## src/rtl/irq_pending_ctrl.sv

```systemverilog
// Interrupt front-end: synchronises and edge-detects four IRQ lines, latches pending bits,
// applies the software mask, and tracks the single in-service interrupt for the CPU pipeline.
module irq_pending_ctrl #(
  parameter int unsigned SYNC_STAGES = 2
) (
  input  logic       clk,
  input  logic       rst_n,
  input  logic [3:0] irq_in,
  input  logic       gie,
  input  logic       mask_we,
  input  logic [3:0] mask_wdata,
  input  logic [1:0] irq_id,
  input  logic       irq_take,
  input  logic       irq_eret,
  output logic [3:0] irq_req,
  output logic       irq_en,
  output logic [3:0] irq_mask,
  output logic       irq_active,
  output logic [1:0] irq_cur_id
);

  typedef enum logic [1:0] {
    IDLE    = 2'd0,
    PEND    = 2'd1,
    SERVICE = 2'd2
  } state_t;

  state_t                       state_q, state_d;
  logic [SYNC_STAGES-1:0][3:0]  sync_q;
  logic [3:0]                   hist_q;
  logic [3:0]                   pending_q;
  logic [3:0]                   mask_q;
  logic [3:0]                   edge_det;
  logic [3:0]                   clr_vec;
  logic                         take_acc;

  // Synchroniser chain followed by a history flop for rising-edge detection.
  always_ff @(posedge clk or negedge rst_n) begin
    if (!rst_n) begin
      sync_q <= '0;
      hist_q <= '0;
    end else begin
      sync_q[0] <= irq_in;
      for (int unsigned i = 1; i < SYNC_STAGES; i++) begin
        sync_q[i] <= sync_q[i-1];
      end
      hist_q <= sync_q[SYNC_STAGES-1];
    end
  end

  assign edge_det = sync_q[SYNC_STAGES-1] & ~hist_q;

  assign irq_req  = pending_q & mask_q;
  assign irq_en   = (state_q == PEND) & gie & (|irq_req);
  assign take_acc = irq_take & irq_en;
  assign clr_vec  = take_acc ? (4'b0001 << irq_id) : '0;

  // Set is OR'd in after the clear so a coincident new edge is never lost.
  always_ff @(posedge clk or negedge rst_n) begin
    if (!rst_n) begin
      pending_q <= '0;
    end else begin
      pending_q <= (pending_q & ~clr_vec) | edge_det;
    end
  end

  always_ff @(posedge clk or negedge rst_n) begin
    if (!rst_n) begin
      mask_q <= '0;
    end else if (mask_we) begin
      mask_q <= mask_wdata;
    end
  end

  assign irq_mask = mask_q;

  always_ff @(posedge clk or negedge rst_n) begin
    if (!rst_n) begin
      state_q <= IDLE;
    end else begin
      state_q <= state_d;
    end
  end

  always_comb begin
    state_d = state_q;
    unique case (state_q)
      IDLE: begin
        if (|irq_req) state_d = PEND;
      end
      PEND: begin
        if (take_acc)          state_d = SERVICE;
        else if (irq_req == '0) state_d = IDLE;
      end
      SERVICE: begin
        if (irq_eret) state_d = (|irq_req) ? PEND : IDLE;
      end
      default: state_d = IDLE;
    endcase
  end

  // irq_cur_id deliberately holds across eret so software can still read the last source.
  always_ff @(posedge clk or negedge rst_n) begin
    if (!rst_n) begin
      irq_active <= 1'b0;
      irq_cur_id <= '0;
    end else if (take_acc) begin
      irq_active <= 1'b1;
      irq_cur_id <= irq_id;
    end else if (irq_eret && (state_q == SERVICE)) begin
      irq_active <= 1'b0;
    end
  end

endmodule

```

## config.mk

```make
export PLATFORM = sky130hd
export DESIGN_NAME = irq_pending_ctrl
export DESIGN_NICKNAME = d
export VERILOG_FILES = /design/src/rtl/irq_pending_ctrl.sv
export SDC_FILE = /design/constraint.sdc
export NUM_CORES = 1
export LEC_CHECK = 0
export ABC_AREA = 1
export CAP_MARGIN = 40
export CORE_MARGIN = 2
export CORE_UTILIZATION = 41
export DETAILED_ROUTE_END_ITERATION = 6
export MAX_ROUTING_LAYER = met4
export PLACE_DENSITY = 0.71
export SLEW_MARGIN = 0
export SYNTH_ARGS = -nofsm -noshare
export SYNTH_HDL_FRONTEND = slang
export SYNTH_SLANG_ARGS = --single-unit
```

## constraint.sdc

```tcl
create_clock -name clk -period 1 [get_ports clk]
set_input_delay 0.1 -clock clk [delete_from_list [all_inputs] [get_ports clk]]
set_output_delay 0.1 -clock clk [all_outputs]
set_load 0.01 [all_outputs]
```

==> metrics.md <==
| Metric | Value |
|---|---|
| Netlist cell types | 17 |
| VDD IR max | 0.00120 V |
| Final wirelength | 2.23 mm |
| R2r worst-path depth | 6 |
| # diodes | 0 |
| Register area | 626 um2 |
| Skew final | 0.00279 ns |
| Syn Inst Count | 94 |
| Drt drc | 0 |
| Max stage delay cell, worst path | dfrtp_1 |
| Crit share post-route | 135% |
| Startpoint Class | flip-flop |
| R2R setup slack | -0.27 ns |
| TNS Setup | -3.26 ns |
| Setup CP Type | reg -> out |
| Max clock buf depth | 2 |
| Outcome | finished with violations |
| Worst Setup EP | irq_en |
| Hold-fix buffers, CTS | 0 |
| Register area share after synthesis | 64.6% |
| CTS tree | yes |
| Post-route ant nets | 0 |
| Core ar. | 2230 um2 |
| GPL Wtd Cong | 0.744 |
| First-pass GRT wire length | 3.36 mm |
| Hpwl dp | 1.44 mm |
| Fin. max-slew vios | 0 |
| Die W | 52.6 um |
| LEAKAGE | 0.782 nW |
| CP Cell Sequence | nand2_2 -> nand2_4 -> nor2_4 -> nor4_2 -> buf_2 |
| Die height | 52.6 um |
| Vias | 794 |
| Vias per cell | 4.59 |
| Fill cell count | 175 |
| Cell Pwr Density | 1810 nW/um2 |
| # H-tree levels | 1 |
| Io pins | 28 |
| Final hold violation count | 0 |
| Cell count after placement | 165 |
| Num Clock Sinks | 25 |
| Initial antenna violation count | 0 |
| Syn nets | 110 |
| Worst EP arrival | 1.25 ns |
| Max-cap viol count | 0 |
| CP endpoint kind | primary output |
| Core Rows | 17 |
| Synthesis Warnings | 0 |
| Critical Path RT | 0.90 ns |
| Multi-input logic area | 334 um2 |
| Final WS setup | -0.346 ns |
| Endpoints failing setup | 19 |
| Clk slew on worst S/H paths | 0.12 ns |
| Yosys reg bits | 25 |
| Design area | 1550 um2 |
| Tmin final | 1.35 ns |
| Drt first-iter violations | 0 |
| Vias in the first global route | 821 |
| TritonCTS buffer count | 3 |
| Nets | 162 |
| Min-Delay Path Class | in -> async |
| Reg-to-reg endpoint | pending_q[2]$_DFF_PN0_ |
| Fraction of layout cells with a size suffix above 1 | 42.1% |
| Root Driver | clkbuf_4 |
| Die area | 2770 um2 |
| Initial Utilization | 43.4% |
| RSZ-0062 raised after global routing | yes |
| R2R Path Start | state_q[0]$_DFFE_PN0P_ |
| Overall Global Routing Usage | 17.7% |
| Non-filler instance count after layout | 173 |
| DR pass1 iterations | 1 |
| Largest net degree at the start of global routing | 26 |
| Worst skew pair latency | 0.31 ns |
| Buffers on Ports | 27 |
| Crit-path max cell delay | 0.42 ns |
| Wire length per cell | 12.9 um |
| Measured slew at the worst slew-check pin | 0.297 ns |
| Area delta synth->final | 59.9% |
| Failing checks | setup timing |
| Total power | 2.81 mW |
| Mapped cell area | 968 um2 |
| Critical path fanouts, max | 2 |
| Placed cell area | 1410 um2 |
| Worst Setup SP | irq_mask[1]$_DFFE_PN0P_ |
| Fmax | 0.743 GHz |
| GRT overflow | 0 |
| Worst relative slew slack | 80.1% |
| Mapped Avg Cell Area | 10.3 um2 |
where the power goes:
group / total [mW] / internal (mW) / switching, mW / leakage (nW)
clock: 0.429 / 0.156 / 0.273 / 0.0150
combinational: 1.13 / 0.591 / 0.539 / 0.484
sequential: 1.25 / 1.16 / 0.0913 / 0.283
metrics by stage:
| stage | util (%) | worst slack [ns] | hold WS, ns |
|---|---|---|---|
| after CTS | 65.5 | -0.334 | 0.132 |
| after global placement | 63.2 | -0.460 | 0.335 |
| final | 69.4 | -0.346 | 0.124 |
| after floorplan | - | -0.0240 | -0.196 |
| after global routing | 69.4 | -0.411 | 0.122 |
| after detailed placement | 63.2 | -0.481 | 0.339 |
Yosys cell counts, drive strengths merged:
cell type | instances | area (um2)
o211ai | 1 | 7.51
dfrtp | 25 | 626
nand3 | 2 | 22.5
inv | 19 | 71.3
o21ai | 4 | 20.0
nor2 | 5 | 18.8
nor3 | 2 | 21.3
mux2 | 4 | 45.0
nand2 | 26 | 100
nand4 | 4 | 25.0
a21oi | 1 | 5.00
nor4 | 1 | 6.26
cell families after synthesis:
| logic type | after synthesis | synth area share [%] |
|---|---|---|
| AOI/OAI and AO/OA | 6 | 3.36 |
| buffers and inverters | 19 | 7.36 |
| DFF | 25 | 64.6 |
| muxes | 4 | 4.65 |
| and+or+nand+nor | 40 | 20.0 |
state kept, by name, summed over array words and instances, names as in the netlist:
register and count:
state_q 2, pending_q 4, sync_q 8, irq_mask 4, irq_active 1, irq_cur_id 2, hist_q 4
worst max-delay path: cells and delay by family, from the launching register on:
family | cells | cell delay [ns]
buffers and inverters | 1 | 0.16
flip-flops | 1 | 0.42
AND/OR/NAND/NOR | 4 | 0.35
per-layer routing:
| layer | wire [um] | GRT usage [%] | vias to the layer above |
|---|---|---|---|
| met5 | 0 | - | - |
| met4 | 57 | 8.97 | 0 |
| met3 | 82 | 2.57 | 6 |
| met2 | 1240 | 32.5 | 19 |
| met1 | 848 | 18.1 | 377 |
| li1 | - | - | 392 |
cell usage in the layout (no fill, tap or decap), drive strengths merged, types with 2 or more instances in the layout:
cell / instances
buf: 32
dfrtp: 25
nor2: 5
nand2: 26
inv: 19
o21ai: 4
nand4: 4
mux2: 4
nor3: 2
nand3: 2
clkbuf: 4
clkdlybuf4s50: 15
layout make-up:
cell class	count	area share [%]
Multi-Input combinational cell	50	21.6
Inverter	19	4.60
Sequential cell	25	40.4
Clock buffer	4	1.70
Tap cell	28	2.26
Timing Repair Buffer	47	29.5
timing repair:
item                                    4_1_cts  5_1_grt
buffers inserted                              7        7
endpoints found under the setup margin       21       18
pin swaps                                    13       14
resized for setup                            68       25
endpoints found under the hold margin         0        0
worst min-delay path by stage:
stage | to | depth (start not counted)
2_1_floorplan | hist_q[0]$_DFF_PN0_ | 0
3_3_place_gp | sync_q[7]$_DFF_PN0_ | 0
3_5_place_dp | sync_q[5]$_DFF_PN0_ | 0
4_1_cts | irq_cur_id[1]$_DFFE_PN0P_ | 2
5_1_grt | irq_active$_DFFE_PN0P_ | 2
6_report | state_q[1]$_DFFE_PN0P_ | 2
(Power assumes the default switching activity.)
==> edit: new RTL, config.mk and constraints unchanged <==
Set the parameter `SYNC_STAGES` to 1 (it was 2).
--- a/src/rtl/irq_pending_ctrl.sv
+++ b/src/rtl/irq_pending_ctrl.sv
@@ -1,7 +1,7 @@
 // Interrupt front-end: synchronises and edge-detects four IRQ lines, latches pending bits,
 // applies the software mask, and tracks the single in-service interrupt for the CPU pipeline.
 module irq_pending_ctrl #(
-  parameter int unsigned SYNC_STAGES = 2
+  parameter int unsigned SYNC_STAGES = 1
 ) (
   input  logic       clk,
   input  logic       rst_n,
Behaviour: not the same (Yosys sat finds a counterexample within 4 cycles, from zero or initial values and one cycle with rst_n low).
==> edit against the unedited design <==
The flow still finishes with violations (negative setup slack); critical path depth is 2 higher; routed wire length down 19%; setup slack improved by 0.013 ns; total power decreased by 10%; sequential cell count is 4 lower; count of clock-buffer cells in the layout shrank 1; cell area is 8.6% lower; fmax increased by 0.97%; synthesized area fell by 11%; largest power group unchanged.
==> edit: results (changes against the unedited design) <==
* Status: finished with violations
* Failing checks: negative setup slack
* DP Area at 1310 um^2 (-7.3%)
* Drt first-iter violations at 8 (+8)
* Post-synth net total at 101 (-8.2%)
* Drt first pass iters at 4 (+3)
* Critical Path AT at 1.23 ns (-0.02 ns)
* Top post-synthesis cells by area: dfrtp_1 (61%), nand2_1 (11%), inv_1 (7.0%), mux2_2 (5.2%), nand4_1 (2.9%)
* Nets@finish at 155 (-4.3%)
* Hpwl dp at 1.353 mm (-5.8%)
* VDD IR max at 0.001096 V (-8.8%)
* HP Class: primary input to async pin
* First-pass GRT wire length at 3.146 mm (-6.4%)
* Vias in the first global route at 710 (-14%)
* Layout Skew at 0.007533 ns (+0.004739 ns)
* Seq/Total Area, Yosys at 61.05% (-3.6 points)
* Fin worst setup slack at -0.3329 ns (+0.01287 ns)
* Via count at 745 (-6.2%)
* Yosys cell types at 15 (-2)
* Layout cell share with drive strength beyond 1 at 47.10% (+5.0 points)
* Top post-synthesis cells by count: nand2_1 (25), dfrtp_1 (21), inv_1 (16)
* Gp weighted congestion at 0.7992 (+7.4%)
* Leakage power at 0.7225 nW (-7.6%)
* Final Setup Violations at 19 (unchanged)
* Slew headroom at 82.76% (+2.6 points)
* FILL cells at 161 (-8.0%)
* Syn_area_per_cell at 10.13 um^2 (-1.7%)
* Largest net degree at the start of global routing at 22 (-15%)
edit: cell count changes after synthesis, moves of 2 or more:
| cell | unedited run | this run |
|---|---|---|
| dfrtp_1 | 25 | 21 |
| inv_1 | 18 | 16 |
| o21ai_1 | 2 | 0 |
| o21ai_2 | 0 | 2 |
edit: final timing paths:
kind	to	slack (ns)	cells after the start	startpoint
worst max-delay path	irq_en	-0.33	7	irq_mask[0]
min in group clk	sync_q[0]	0.22	1	irq_in[0]
worst min register to register	hist_q[1]	0.39	0	sync_q[1]
worst max register to register	irq_cur_id[0]	-0.20	8	irq_mask[0]
worst min-delay path	irq_mask[0]	0.13	2	rst_n
max in group asynchronous	hist_q[2]	0.73	2	rst_n
edit: power by group:
group          switching, mW  total, mW  internal, mW  leakage (nW)
sequential            0.0851       1.08         0.991         0.236
clock                  0.254      0.403         0.149        0.0177
combinational          0.466       1.04         0.578         0.469
edit: metrics by stage:
stage                     setup slack (ns)  setup TNS [ns]
after floorplan                   -0.03463         -0.1271
after CTS                          -0.3122          -3.038
after global routing               -0.4823          -4.281
after detailed placement           -0.4256          -4.510
after global placement             -0.3995          -4.141
final                              -0.3329          -2.779
edit: cells by family (layout without fill, tap and decap cells):
logic type	after synthesis	count (layout)	share of synthesized area, %
compound gates	5	5	4.361
buf+inv	17	70	7.413
simple gates	38	38	21.95
mux	4	4	5.232
flops	21	21	61.05
edit: per-layer routing:
| metal | vias up | wire, um | GRT usage [%] |
|---|---|---|---|
| met3 | 4 | 86 | 4.848 |
| met1 | 350 | 787 | 23.05 |
| met4 | 0 | 31 | 6.481 |
| met2 | 22 | 908 | 25.78 |
| li1 | 369 | - | - |
| met5 | - | 0 | - |
edit: timing repair:
| action | 4_1_cts | 5_1_grt |
|---|---|---|
| resized for setup | 67 | 13 |
| pin swaps | 10 | 3 |
| buffers inserted | 10 | 4 |
| setup endpoints to repair | 21 | 18 |
| endpoints found under the hold margin | 0 | 0 |
edit: layout make-up:
class,count,area [um^2],area share [%]
sequential,21,525.5,37.10
inverter,17,63.81,4.505
timing repair buffer,49,464.2,32.77
multi-input combinational,47,301.5,21.29
tap,27,33.78,2.385
clock inverter,1,5.005,0.3534
clock buffer,3,22.52,1.590
edit: worst max-delay path, delay by kind of cell, from the launching register on:
| family | cells | cell delay (ns) |
|---|---|---|
| DFF | 1 | 0.42 |
| buffers and inverters | 3 | 0.22 |
| and+or+nand+nor | 4 | 0.27 |
